[config.mk]
export PLATFORM = sky130hd
export DESIGN_NAME = countdown_timer
export DESIGN_NICKNAME = d
export VERILOG_FILES = /design/src/rtl/countdown_timer.sv
export SDC_FILE = /design/constraint.sdc
export NUM_CORES = 1
export LEC_CHECK = 0
export ABC_AREA = 1
export CAP_MARGIN = 10
export CELL_PAD_IN_SITES_DETAIL_PLACEMENT = 0
export CELL_PAD_IN_SITES_GLOBAL_PLACEMENT = 2
export CORE_MARGIN = 2
export CORE_UTILIZATION = 34
export CTS_CLUSTER_SIZE = 24
export DETAILED_ROUTE_END_ITERATION = 8
export PLACE_DENSITY = 0.82
export SLEW_MARGIN = 0
export SYNTH_ARGS = -nofsm -noshare
export SYNTH_HDL_FRONTEND = slang
export SYNTH_SLANG_ARGS = --single-unit
[constraint.sdc]
create_clock -name CLOCK_50 -period 2.5 [get_ports CLOCK_50]
set_input_delay 0.375 -clock CLOCK_50 [delete_from_list [all_inputs] [get_ports CLOCK_50]]
set_output_delay 0.375 -clock CLOCK_50 [all_outputs]
set_load 0.05 [all_outputs]
[src/rtl/countdown_timer.sv]
// rtl/countdown_timer.sv - ss.cc countdown timer with start/pause, expiry pulse and seven-segment outputs
// Define COUNTDOWN_BLINK_EN to blink the expired 00.00 display in 50-centisecond phases.
module countdown_timer #(
  parameter int TICKS_PER_CS = 500000
) (
  input  logic       CLOCK_50,
  input  logic       RESET,
  input  logic       load,
  input  logic [6:0] preset_sec,
  input  logic       start_stop,
  output logic       running,
  output logic       done,
  output logic [6:0] HEX7,
  output logic [6:0] HEX6,
  output logic [6:0] HEX5,
  output logic [6:0] HEX4
);

  localparam int            PW        = $clog2(TICKS_PER_CS);
  localparam logic [PW-1:0] PRESC_MAX = PW'(TICKS_PER_CS - 1);
  localparam logic [6:0]    SEG_OFF   = 7'b1111111;
  localparam logic [6:0]    SEG_ZERO  = 7'b1000000;

  typedef enum logic [1:0] {S_IDLE, S_RUN, S_PAUSE, S_EXPIRED} state_t;

  state_t        state_q, state_d;
  logic [PW-1:0] presc_q, presc_d;
  logic [3:0]    s1_q, s1_d, s0_q, s0_d, c1_q, c1_d, c0_q, c0_d;
  logic          running_q, running_d, done_q, done_d;
  logic [6:0]    hex7_q, hex7_d, hex6_q, hex6_d, hex5_q, hex5_d, hex4_q, hex4_d;
  logic          presc_en, tick, nonzero, last_cs, blank;
  logic [6:0]    clamp;
`ifdef COUNTDOWN_BLINK_EN
  logic [5:0]    blink_cnt_q, blink_cnt_d;
  logic          blink_off_q, blink_off_d;
`endif

  function automatic logic [6:0] seg7(input logic [3:0] d);
    case (d)
      4'd0:    seg7 = 7'b1000000;
      4'd1:    seg7 = 7'b1111001;
      4'd2:    seg7 = 7'b0100100;
      4'd3:    seg7 = 7'b0110000;
      4'd4:    seg7 = 7'b0011001;
      4'd5:    seg7 = 7'b0010010;
      4'd6:    seg7 = 7'b0000010;
      4'd7:    seg7 = 7'b1111000;
      4'd8:    seg7 = 7'b0000000;
      4'd9:    seg7 = 7'b0010000;
      default: seg7 = SEG_OFF;
    endcase
  endfunction

  always_comb begin
    state_d = state_q;
    presc_d = presc_q;
    s1_d    = s1_q;
    s0_d    = s0_q;
    c1_d    = c1_q;
    c0_d    = c0_q;
    done_d  = 1'b0;
    clamp   = (preset_sec > 7'd99) ? 7'd99 : preset_sec;
    nonzero = |{s1_q, s0_q, c1_q, c0_q};
    last_cs = ({s1_q, s0_q, c1_q} == 12'd0) && (c0_q == 4'd1);
`ifdef COUNTDOWN_BLINK_EN
    presc_en = (state_q == S_RUN) || (state_q == S_EXPIRED);
`else
    presc_en = (state_q == S_RUN);
`endif
    tick = presc_en && (presc_q == PRESC_MAX);
    if (presc_en) presc_d = tick ? '0 : presc_q + PW'(1);

    if (load) begin
      s1_d    = 4'(clamp / 7'd10);
      s0_d    = 4'(clamp % 7'd10);
      c1_d    = 4'd0;
      c0_d    = 4'd0;
      presc_d = '0;
      state_d = S_IDLE;
    end else begin
      // Ripple borrow c0 -> c1 -> s0 -> s1; the expiring tick itself wraps the prescaler to 0.
      if (state_q == S_RUN && tick) begin
        if (c0_q != 4'd0) c0_d = c0_q - 4'd1;
        else begin
          c0_d = 4'd9;
          if (c1_q != 4'd0) c1_d = c1_q - 4'd1;
          else begin
            c1_d = 4'd9;
            if (s0_q != 4'd0) s0_d = s0_q - 4'd1;
            else begin
              s0_d = 4'd9;
              s1_d = s1_q - 4'd1;
            end
          end
        end
        if (last_cs) begin
          state_d = S_EXPIRED;
          done_d  = 1'b1;
        end
      end
      if (start_stop && state_d != S_EXPIRED) begin
        case (state_q)
          S_IDLE:  if (nonzero) state_d = S_RUN;
          S_RUN:   state_d = S_PAUSE;
          S_PAUSE: state_d = S_RUN;
          default: ;
        endcase
      end
    end

    running_d = (state_d == S_RUN);

`ifdef COUNTDOWN_BLINK_EN
    blink_cnt_d = blink_cnt_q;
    blink_off_d = blink_off_q;
    if (state_q == S_EXPIRED && tick) begin
      if (blink_cnt_q == 6'd49) begin
        blink_cnt_d = 6'd0;
        blink_off_d = ~blink_off_q;
      end else begin
        blink_cnt_d = blink_cnt_q + 6'd1;
      end
    end
    if (state_q != S_EXPIRED || state_d != S_EXPIRED) begin
      blink_cnt_d = 6'd0;
      blink_off_d = 1'b0;
    end
    blank = blink_off_q;
`else
    blank = 1'b0;
`endif

    hex7_d = blank ? SEG_OFF : seg7(s1_q);
    hex6_d = blank ? SEG_OFF : seg7(s0_q);
    hex5_d = blank ? SEG_OFF : seg7(c1_q);
    hex4_d = blank ? SEG_OFF : seg7(c0_q);
  end

  always_ff @(posedge CLOCK_50 or posedge RESET) begin
    if (RESET) begin
      state_q     <= S_IDLE;
      presc_q     <= '0;
      s1_q        <= 4'd0;
      s0_q        <= 4'd0;
      c1_q        <= 4'd0;
      c0_q        <= 4'd0;
      running_q   <= 1'b0;
      done_q      <= 1'b0;
      hex7_q      <= SEG_ZERO;
      hex6_q      <= SEG_ZERO;
      hex5_q      <= SEG_ZERO;
      hex4_q      <= SEG_ZERO;
`ifdef COUNTDOWN_BLINK_EN
      blink_cnt_q <= 6'd0;
      blink_off_q <= 1'b0;
`endif
    end else begin
      state_q     <= state_d;
      presc_q     <= presc_d;
      s1_q        <= s1_d;
      s0_q        <= s0_d;
      c1_q        <= c1_d;
      c0_q        <= c0_d;
      running_q   <= running_d;
      done_q      <= done_d;
      hex7_q      <= hex7_d;
      hex6_q      <= hex6_d;
      hex5_q      <= hex5_d;
      hex4_q      <= hex4_d;
`ifdef COUNTDOWN_BLINK_EN
      blink_cnt_q <= blink_cnt_d;
      blink_off_q <= blink_off_d;
`endif
    end
  end

  assign running = running_q;
  assign done    = done_q;
  assign HEX7    = hex7_q;
  assign HEX6    = hex6_q;
  assign HEX5    = hex5_q;
  assign HEX4    = hex4_q;

endmodule
==> impl_metrics.yaml <==
yosys:
  synth.most_common_cell: "nand2_1"
  yosys-top-cells-area: "dfrtp_1, nand2_1, ha_1"
  syn_nets: 497
  synth_top_area_share_pct: 41.4
  ys.flop_type: "dfrtp_1"
  ys_types: 41
  synthCells: 462
  async_reset_ff_share_pct: 100
  yosysSeqAreaShare_pct: 44.2
  synth-seq-cells: 67
  ys_top_cells_by_count: "nand2_1, inv_1, dfrtp_1, nor2_1, o21ai_0"
  synth_area_leader_cell: "dfrtp_1"
  yosysWarningCount: 0
  syn_area_um2: 3810
  syn_avg_cell_area_um2: 8.24
  synth_edf_count: 0
sta:
  clock_skew_ns: 0.0121
  fmax_mhz: 424
  slew_viol_final: 0
  fin_crit_ns: 2.36
  setup_viol: 0
  hold_viol: 0
  timing.hold.ws_ns: 0.399
  tightest_slew_ns: 0.640
  period_share_pct: 94.4
  fin_setup_tns_ns: 0
  rsz0062_at_grt: "true"
  max_slew_margin_pct: 56.9
  layout_setup_ws_ns: 0.140
clocking:
  cts_inserted_buffers: 9
  root_buffer: "clkbuf_8"
  clock_sinks: 67
  clockBufferDepth: 2
  holdBufCountCts: 0
  clk_pin_slew_worst_paths_ns: 0.08
  h-tree-depth: 3
  cts_tree: "done"
  clk_latency_ns: 0.35
layout:
  multi_input_area_um2: 1980
  diodes: 0
  area_growth_syn_to_layout_pct: 32.0
  seqCellArea_um2: 1680
  fillCellCount: 1080
  drive_gt1_share_pct: 22.2
  stdcell_count: 693
  nets: 583
floorplan:
  fp.dieW_um: 110
  start_util_pct: 35.0
  rows: 38
  io_pins: 41
  coreArea_um2: 10900
  die-area_um2: 12100
  die_h_um: 110
power_and_ir_drop:
  total_power_w: 0.00446
  pwr_density_cell_nw_per_um2: 887
  ir_worst_vdd_mv: 0.747
  p_leak_nw: 2.39
setup_path:
  cp.arrival_ns: 2.64
  regToRegEndpoint: "s1_q[0]"
  crit_path_frequent_cell: "nand2_2"
  startpoint: "preset_sec[6]"
  reg2reg_depth: 13
  crit_type: "input port to flop"
  crit_cells: 28
  endpoint: "s0_q[2]"
  crit_required_ns: 2.78
  max_stage_delay_ns: 0.18
  end_kind: "flop"
  crit_slowest_cell: "o21ai_4"
  cpLargestDelayFamily: "simple AND/OR/NAND/NOR gates"
  crit_buf_inv: 6
  path_max_fanout: 4
  regToRegSetupSlack_ns: 0.23
  cp-start-kind: "input port"
  regToRegStartpoint: "c0_q[0]"
global_route:
  grt_max_degree: 26
  overflow: 0
  grt.total_usage_pct: 16.2
  grt_pass1_wl_mm: 15.2
  antenna_found_initial: 0
  grt_pass1_vias: 3257
drt:
  post_drt_wl_per_cell_um: 13.0
  drtIter0Drc: 109
  routed_wirelength_mm: 8.98
  drcViolationCount: 0
  viasPerCell: 4.74
  vias: 3284
  ant_nets: 0
  drt_pass1_iterations: 4
run_status:
  status: "complete, no violations"
job:
  drv_cap: 0
placement:
  gp_congestion: 0.782
  placedCellCount: 676
  portBuffers: 40
  place_hpwl_mm: 6.84
  dp_slack_ns: -0.814
worst_hold_path:
  hold_path.class: "input port to async pin"
[cell type report]
type / count / area share (%)
clock buffer: 11 / 2.61
clock inverter: 5 / 1.07
inverter: 70 / 5.32
multi-input combinational: 318 / 39.3
sequential: 67 / 33.4
tap: 140 / 3.48
timing repair buffer: 82 / 14.8
[metal layers]
layer / GRT usage [%] / routed length [um] / up-vias
met4: 5.97 / 129 / 0
met1: 21.8 / 4510 / 1531
li1: - / - / 1696
met5: 0 / 0 / -
met3: 2.96 / 297 / 9
met2: 26.0 / 4040 / 48
[layout by cell type (no fill, tap or decap), types with 3 or more instances in the layout]
cell             instances
buf_4                   39
a21oi_1                 20
nand2_1                 71
nand3_2                  7
xor2_1                   7
buf_6                    3
o21ai_1                  4
nand4_1                  6
a21oi_2                  5
dfstp_2                  4
nor3_1                   8
dfrtp_1                 63
clkinv_2                 3
o22ai_1                  5
nor2_1                  49
nor4_1                   4
o21ai_0                 39
clkbuf_8                 9
nand2_2                 14
inv_1                   57
inv_2                   11
nand3_4                  3
nand3_1                 13
o211ai_1                10
nand2_4                  4
ha_1                    21
clkdlybuf4s50_1         35
[state kept, by name, indices dropped and copies added, names as in the netlist, 4 cells and up]
register / cells
HEX4: 7
HEX5: 7
HEX6: 7
HEX7: 7
c0_q: 4
c1_q: 4
presc_q: 19
s0_q: 4
s1_q: 4
[cells by family after synthesis]
kind of cell / count (synthesis) / synth area share, %
simple gates: 191 / 23.8
compound gates: 96 / 14.7
buf+inv: 77 / 7.82
flops: 67 / 44.2
fa+ha+maj: 24 / 7.88
xor+xnor: 7 / 1.61
[what timing repair did]
action	in CTS	in global routing
pin swaps	3	11
gates resized for setup	12	30
buffers inserted	0	1
gates cloned	0	0
setup endpoints to repair	4	5
[per-stage QoR]
| stage | cell area, um^2 | utilization [%] |
|---|---|---|
| floorplan | 3890 | - |
| global placement | 4750 | 43.7 |
| detailed placement | 4750 | 43.7 |
| CTS | 4930 | 45.3 |
| global route | 5030 | 46.2 |
| finish | 5030 | 46.2 |
[worst min-delay path by stage]
stage	start	endpoint	slack (ns)	depth (start not counted)
3_5_place_dp	c1_q[3]	HEX5[6]	0.51	1
6_report	RESET	presc_q[1]	0.40	2
3_3_place_gp	c1_q[3]	HEX5[6]	0.51	1
2_1_floorplan	c1_q[3]	HEX5[6]	0.47	1
5_1_grt	RESET	presc_q[1]	0.47	2
4_1_cts	RESET	presc_q[1]	0.41	2
[report_power, final]
part           leakage [nW]  internal [W]  switching (W)
Clock                0.0971      0.000458       0.000422
Combinational          1.44      0.000718        0.00135
Sequential            0.861       0.00136       0.000157
Total                  2.39       0.00253        0.00193
Note: power is estimated with default switching activity, not from simulation.
